==> config.mk <==
export PLATFORM = sky130hd
export DESIGN_NAME = serial_block_adder
export DESIGN_NICKNAME = d
export VERILOG_FILES = /design/src/rtl/serial_block_adder_pkg.sv /design/src/rtl/serial_block_adder_block_lookahead.sv /design/src/rtl/serial_block_adder.sv
export SDC_FILE = /design/constraint.sdc
export NUM_CORES = 1
export LEC_CHECK = 0
export CAP_MARGIN = 10
export CORE_ASPECT_RATIO = 1.2
export CORE_MARGIN = 2
export CORE_UTILIZATION = 45
export DETAILED_ROUTE_END_ITERATION = 10
export GPL_TIMING_DRIVEN = 0
export PLACE_DENSITY = 0.72
export RECOVER_POWER = 50
export REMOVE_ABC_BUFFERS = 1
export SETUP_SLACK_MARGIN = 0.05
export SYNTH_ARGS = -nofsm -noshare
export SYNTH_HDL_FRONTEND = slang
export SYNTH_SLANG_ARGS = --single-unit
==> constraint.sdc <==
create_clock -name clock -period 3.4 [get_ports clock]
set_clock_uncertainty 0.05 [all_clocks]
set_input_delay 0.51 -clock clock [delete_from_list [all_inputs] [get_ports clock]]
set_output_delay 0.51 -clock clock [all_outputs]
set_load 0.02 [all_outputs]
==> src/rtl/serial_block_adder_pkg.sv <==
// serial_block_adder_pkg
// Shared definitions for the serial block adder:
//   - state_t   : controller states (IDLE, RUN, DONE), 2 bits
//   - blocks()  : number of slices for a given operand/slice width
//   - width_ok(): legality test used by the top-level elaboration check
//                 (WIDTH must be a non-zero multiple of BLOCK)
// Optional feature macro used by the top: SERIAL_BLOCK_ADDER_SUBTRACT_EN
package serial_block_adder_pkg;

    typedef enum logic [1:0] {
        IDLE = 2'd0,
        RUN  = 2'd1,
        DONE = 2'd2
    } state_t;

    function automatic int blocks(input int width, input int block);
        return width / block;
    endfunction

    function automatic bit width_ok(input int width, input int block);
        return (block > 0) && (width >= block) && ((width % block) == 0);
    endfunction

endpackage

==> src/rtl/serial_block_adder_block_lookahead.sv <==
// block_lookahead
// Purely combinational BLOCK-bit carry-lookahead adder slice.
// Ports:
//   a, b      in  BLOCK  slice operands
//   cin       in  1      carry into bit 0 of the slice
//   s         out BLOCK  slice sum
//   cout      out 1      carry out of the slice MSB
//   c_msb_in  out 1      carry into the slice MSB (for signed overflow)
module block_lookahead #(
    parameter int BLOCK = 4
) (
    input  logic [BLOCK-1:0] a,
    input  logic [BLOCK-1:0] b,
    input  logic             cin,
    output logic [BLOCK-1:0] s,
    output logic             cout,
    output logic             c_msb_in
);

    logic [BLOCK-1:0] g;
    logic [BLOCK-1:0] p;
    logic [BLOCK:0]   c;

    assign g = a & b;
    assign p = a ^ b;

    // Each carry is the fully expanded lookahead sum-of-products:
    //   c[i] = cin&p[0]..p[i-1]  |  OR_j ( g[j] & p[j+1]..p[i-1] )
    // so no carry depends on another carry (no ripple chain).
    always_comb begin
        logic term;
        logic acc;
        c = '0;
        for (int i = 0; i <= BLOCK; i++) begin
            term = cin;
            for (int k = 0; k < i; k++) begin
                term = term & p[k];
            end
            acc = term;
            for (int j = 0; j < i; j++) begin
                term = g[j];
                for (int k = j + 1; k < i; k++) begin
                    term = term & p[k];
                end
                acc = acc | term;
            end
            c[i] = acc;
        end
    end

    assign s        = p ^ c[BLOCK-1:0];
    assign cout     = c[BLOCK];
    assign c_msb_in = c[BLOCK-1];

endmodule

==> src/rtl/serial_block_adder.sv <==
// serial_block_adder
// Multi-cycle WIDTH-bit adder that processes one BLOCK-bit slice per clock,
// LSB slice first, with the inter-slice carry held in a register.
// Ports:
//   clock, reset        rising-edge clock, synchronous active-high reset
//   start_valid/ready   operand handshake (alpha, beta, carry_in[, subtract])
//   result_valid/ready  result handshake (sum, carry_out, overflow)
//   busy                high while slices are being processed
//   state_o             controller state for observation
// Optional feature: define SERIAL_BLOCK_ADDER_SUBTRACT_EN to add the
// 'subtract' input; subtract=1 computes alpha + ~beta + 1.
//
// Handshake: a transfer happens on a rising edge where valid and ready are
// both 1. start_ready is high only in IDLE, result_valid only in DONE, so an
// accept never overlaps a pending result. Outputs hold until transferred.
module serial_block_adder
    import serial_block_adder_pkg::*;
#(
    parameter int WIDTH = 16,
    parameter int BLOCK = 4
) (
    input  logic             clock,
    input  logic             reset,
    input  logic             start_valid,
    output logic             start_ready,
    input  logic [WIDTH-1:0] alpha,
    input  logic [WIDTH-1:0] beta,
    input  logic             carry_in,
`ifdef SERIAL_BLOCK_ADDER_SUBTRACT_EN
    input  logic             subtract,
`endif
    output logic             result_valid,
    input  logic             result_ready,
    output logic [WIDTH-1:0] sum,
    output logic             carry_out,
    output logic             overflow,
    output logic             busy,
    output logic [1:0]       state_o
);

    localparam int NBLK = blocks(WIDTH, BLOCK);
    localparam int IDXW = (NBLK > 1) ? $clog2(NBLK) : 1;

    if (!width_ok(WIDTH, BLOCK)) begin : g_bad_width
        $error("serial_block_adder: WIDTH must be a non-zero multiple of BLOCK");
    end

    state_t           state_q, state_d;
    logic [WIDTH-1:0] a_q, a_d;
    logic [WIDTH-1:0] b_q, b_d;
    logic [IDXW-1:0]  idx_q, idx_d;
    logic             carry_q, carry_d;
    logic [WIDTH-1:0] sum_q, sum_d;
    logic             cout_q, cout_d;
    logic             ovf_q, ovf_d;

    logic             sub_w;
    logic [BLOCK-1:0] slice_a;
    logic [BLOCK-1:0] slice_b;
    logic [BLOCK-1:0] slice_s;
    logic             slice_cout;
    logic             slice_cmsb;

`ifdef SERIAL_BLOCK_ADDER_SUBTRACT_EN
    assign sub_w = subtract;
`else
    assign sub_w = 1'b0;
`endif

    assign slice_a = a_q[int'(idx_q) * BLOCK +: BLOCK];
    assign slice_b = b_q[int'(idx_q) * BLOCK +: BLOCK];

    block_lookahead #(.BLOCK(BLOCK)) u_block (
        .a        (slice_a),
        .b        (slice_b),
        .cin      (carry_q),
        .s        (slice_s),
        .cout     (slice_cout),
        .c_msb_in (slice_cmsb)
    );

    always_comb begin
        state_d = state_q;
        a_d     = a_q;
        b_d     = b_q;
        idx_d   = idx_q;
        carry_d = carry_q;
        sum_d   = sum_q;
        cout_d  = cout_q;
        ovf_d   = ovf_q;
        case (state_q)
            IDLE: begin
                if (start_valid) begin
                    a_d     = alpha;
                    // Subtraction is folded into the operands at capture:
                    // invert beta and force the initial carry to 1.
                    b_d     = sub_w ? ~beta : beta;
                    carry_d = sub_w ? 1'b1 : carry_in;
                    idx_d   = '0;
                    state_d = RUN;
                end
            end
            RUN: begin
                sum_d[int'(idx_q) * BLOCK +: BLOCK] = slice_s;
                carry_d = slice_cout;
                idx_d   = idx_q + 1'b1;
                if (idx_q == IDXW'(NBLK - 1)) begin
                    cout_d  = slice_cout;
                    ovf_d   = slice_cmsb ^ slice_cout;
                    state_d = DONE;
                end
            end
            DONE: begin
                if (result_ready) begin
                    state_d = IDLE;
                end
            end
            default: state_d = IDLE;
        endcase
    end

    always_ff @(posedge clock) begin
        if (reset) begin
            state_q <= IDLE;
            a_q     <= '0;
            b_q     <= '0;
            idx_q   <= '0;
            carry_q <= 1'b0;
            sum_q   <= '0;
            cout_q  <= 1'b0;
            ovf_q   <= 1'b0;
        end else begin
            state_q <= state_d;
            a_q     <= a_d;
            b_q     <= b_d;
            idx_q   <= idx_d;
            carry_q <= carry_d;
            sum_q   <= sum_d;
            cout_q  <= cout_d;
            ovf_q   <= ovf_d;
        end
    end

    assign start_ready  = (state_q == IDLE);
    assign result_valid = (state_q == DONE);
    assign busy         = (state_q == RUN);
    assign sum          = sum_q;
    assign carry_out    = cout_q;
    assign overflow     = ovf_q;
    assign state_o      = state_q;

endmodule

==> impl_results.md <==
- Status: finished, violations left
- Violated checks: max-capacitance violations, max-slew violations
- Grt ovf: 0
- Worst setup SP type: flip-flop
- CTS buffer count: 5
- Final worst slack: 0.397 ns
- Pre-CTS setup slack: 0.350 ns
- Layout area overhead: 30.0%
- Top post-synthesis cells by area: dfxtp_1 (45%), nand2_1 (11%), a21oi_1 (8.1%)
- Residual DRC: 0
- Minimum hold slack: 0.406 ns
- Setup TNS: 0 ns
- GPL Wtd Cong: 0.805
- Routed via count: 2047
- Core area: 5300 µm²
- Worst setup EP type: flip-flop
- Largest net degree at the start of global routing: 42
- Die Area: 6080 µm²
- Total power: 1.37 mW
- Netlist cell types: 31
- IO Port Bufs: 59
- Tmin final: 3.00 ns
- WP data required: 3.54 ns
- Ant diodes: 0
- Seq/Total Area, Yosys: 0.447
- Global-route usage over all layers: 0.177
- Area leader, netlist: dfxtp_1
- Synth warnings: 0
- Leak pwr: 1.24 nW
- Least-Margin Pin Slew: 1.77 ns
- Most instantiated cells after synthesis: nand2_1 (72), dfxtp_1 (55), a21oi_1 (40)
- First-pass GRT wire length: 8.63 mm
- Ys flop type: dfxtp_1
- Setup Buffers After CTS: 0
- Initial core utilization: 0.465
- Post-synth ARST share: 0
- Vias/cell: 5.25
- Resize count post-CTS: 0
- Final worst-path cycle share: 0.883
- Hold_buf cts: 0
- Vias in the first global route: 1938
- Initial antenna violation count: 0
- Avg Cell Area, Syn: 8.92 µm²
- Util after Layout: 0.604
- Total iterations of the first detailed-routing run: 6
- Die width: 71.5 µm
- Yosys top cell area share: 0.447
- IO Pins: 60
- Seq cells post-synth: 55
- Type of the worst setup path: reg2reg
- Peak supply drop: 334 µV
- Rel. slew slack: -0.184
- Power per cell area: 427 nW/µm²
- Clock slew at reported path FFs: 0.10 ns
- Most common cell in the netlist: nand2_1
- Clk_lat worst skew: 0.31 ns
- Clock root buffer: clkbuf_8
- Clock tree buffer depth: 2
- Worst hold path class: reg2reg
- Slew Limit Fails: 15
- Antenna Nets Post-Route: 0
- Fraction of layout instances using a drive strength above 1: 0.0701
- DP HPWL: 3.60 mm
- Final hold vios: 0
- Total Wirelength: 5.07 mm
- Clock sinks: 55
- RSZ-0062 raised after global routing: no
- Crit path DAT: 3.14 ns
- Num rows: 29
- TritonCTS clock tree: done
- Total of max-cap violations: 1
- Worst Path Max Fanout: 15
- H-tree Lvls: 2
- Mapped Cells: 276
- Final-report setup violation count: 0
- Number of synthesized flops with an enable pin: 0
- Die Y: 85.0 µm
- Initial DRC count: 126
- Routed length per instance: 13.0 µm
- Post-Syn Area: 2460 µm²
- FMAX: 333 MHz
- Nets: 376
[layer usage]
metal / track usage / vias up / routed length [µm]
met5: 0 / - / 0
met3: 0.0416 / 6 / 217
met1: 0.222 / 941 / 2340
met2: 0.302 / 51 / 2480
met4: 0.0480 / 0 / 41
li1: - / 1049 / -
[area by class of cell]
| cell class | count | area, µm² |
|---|---|---|
| Tap cell | 62 | 77.6 |
| Clock buffer | 6 | 82.6 |
| Sequential cell | 55 | 1100 |
| Multi-Input combinational cell | 196 | 1250 |
| Inverter | 8 | 30.0 |
| Timing Repair Buffer | 61 | 621 |
| Fill cell | 480 | 2100 |
| Clock inverter | 2 | 35.0 |
[logic make-up (layout without fill, tap and decap cells)]
| logic type | Yosys count | count (layout) | share of synthesized area |
|---|---|---|---|
| buffers and inverters | 25 | 77 | 0.0417 |
| multiplexers | 9 | 9 | 0.0772 |
| AND/OR/NAND/NOR | 110 | 110 | 0.205 |
| flip-flops | 55 | 55 | 0.447 |
| adder cells (fa/ha/maj) | 12 | 12 | 0.0640 |
| XOR/XNOR | 3 | 3 | 0.0107 |
| AO/OA/AOI/OAI | 62 | 62 | 0.154 |
[where the power goes]
| part | switching (mW) | internal (mW) | total [mW] |
|---|---|---|---|
| clock network | 0.212 | 0.239 | 0.451 |
| logic | 0.107 | 0.114 | 0.220 |
| registers | 0.0233 | 0.673 | 0.696 |
| total | 0.342 | 1.02 | 1.37 |
[placed cells by master (no fill, tap or decap), types with 2 or more instances in the layout]
cell,Yosys,routed
o31ai_1,7,7
dfxtp_1,55,55
inv_1,8,8
nor2_1,14,14
a21oi_1,40,40
a311oi_1,2,2
nand3b_1,9,9
nand3_1,4,4
ha_1,11,11
nand2b_1,3,3
a2bb2oi_1,8,8
xnor2_1,3,3
nand2_1,72,72
mux4_2,8,8
clkdlybuf4s50_1,0,39
dlygate4sd3_1,0,19
clkbuf_8,0,6
[critical path, stage by stage (launching register included)]
cell and delay [ns]:
dfxtp_1 0.83, mux4_2 0.63, ha_1 0.29, ha_1 0.19, o211ai_1 0.15, nand2_1 0.14
xnor2_1 0.45, o31ai_1 0.14
[metrics by stage]
stage,instance area [µm²],std cells
6_report,3200,390
5_1_grt,3200,390
4_1_cts,3210,390
3_5_place_dp,3090,382
3_3_place_gp,3060,380
2_1_floorplan,2390,259
[final timing paths]
| kind | endpoint | depth (start not counted) | startpoint | slack, ns |
|---|---|---|---|---|
| worst max-delay path | sum[3] | 7 | idx_q[0] | 0.40 |
| worst min-delay path | a_q[5] | 2 | a_q[5] | 0.41 |
| worst max register to register | sum[3] | 7 | idx_q[0] | 0.40 |
| worst min register to register | a_q[5] | 2 | a_q[5] | 0.41 |
[sequential cells by signal (all words and copies together) (netlist names)]
name       count
carry_q        1
sum           16
a_q           16
state_o        2
idx_q          2
b_q           16
carry_out      1
overflow       1
(Power assumes the default switching activity.)
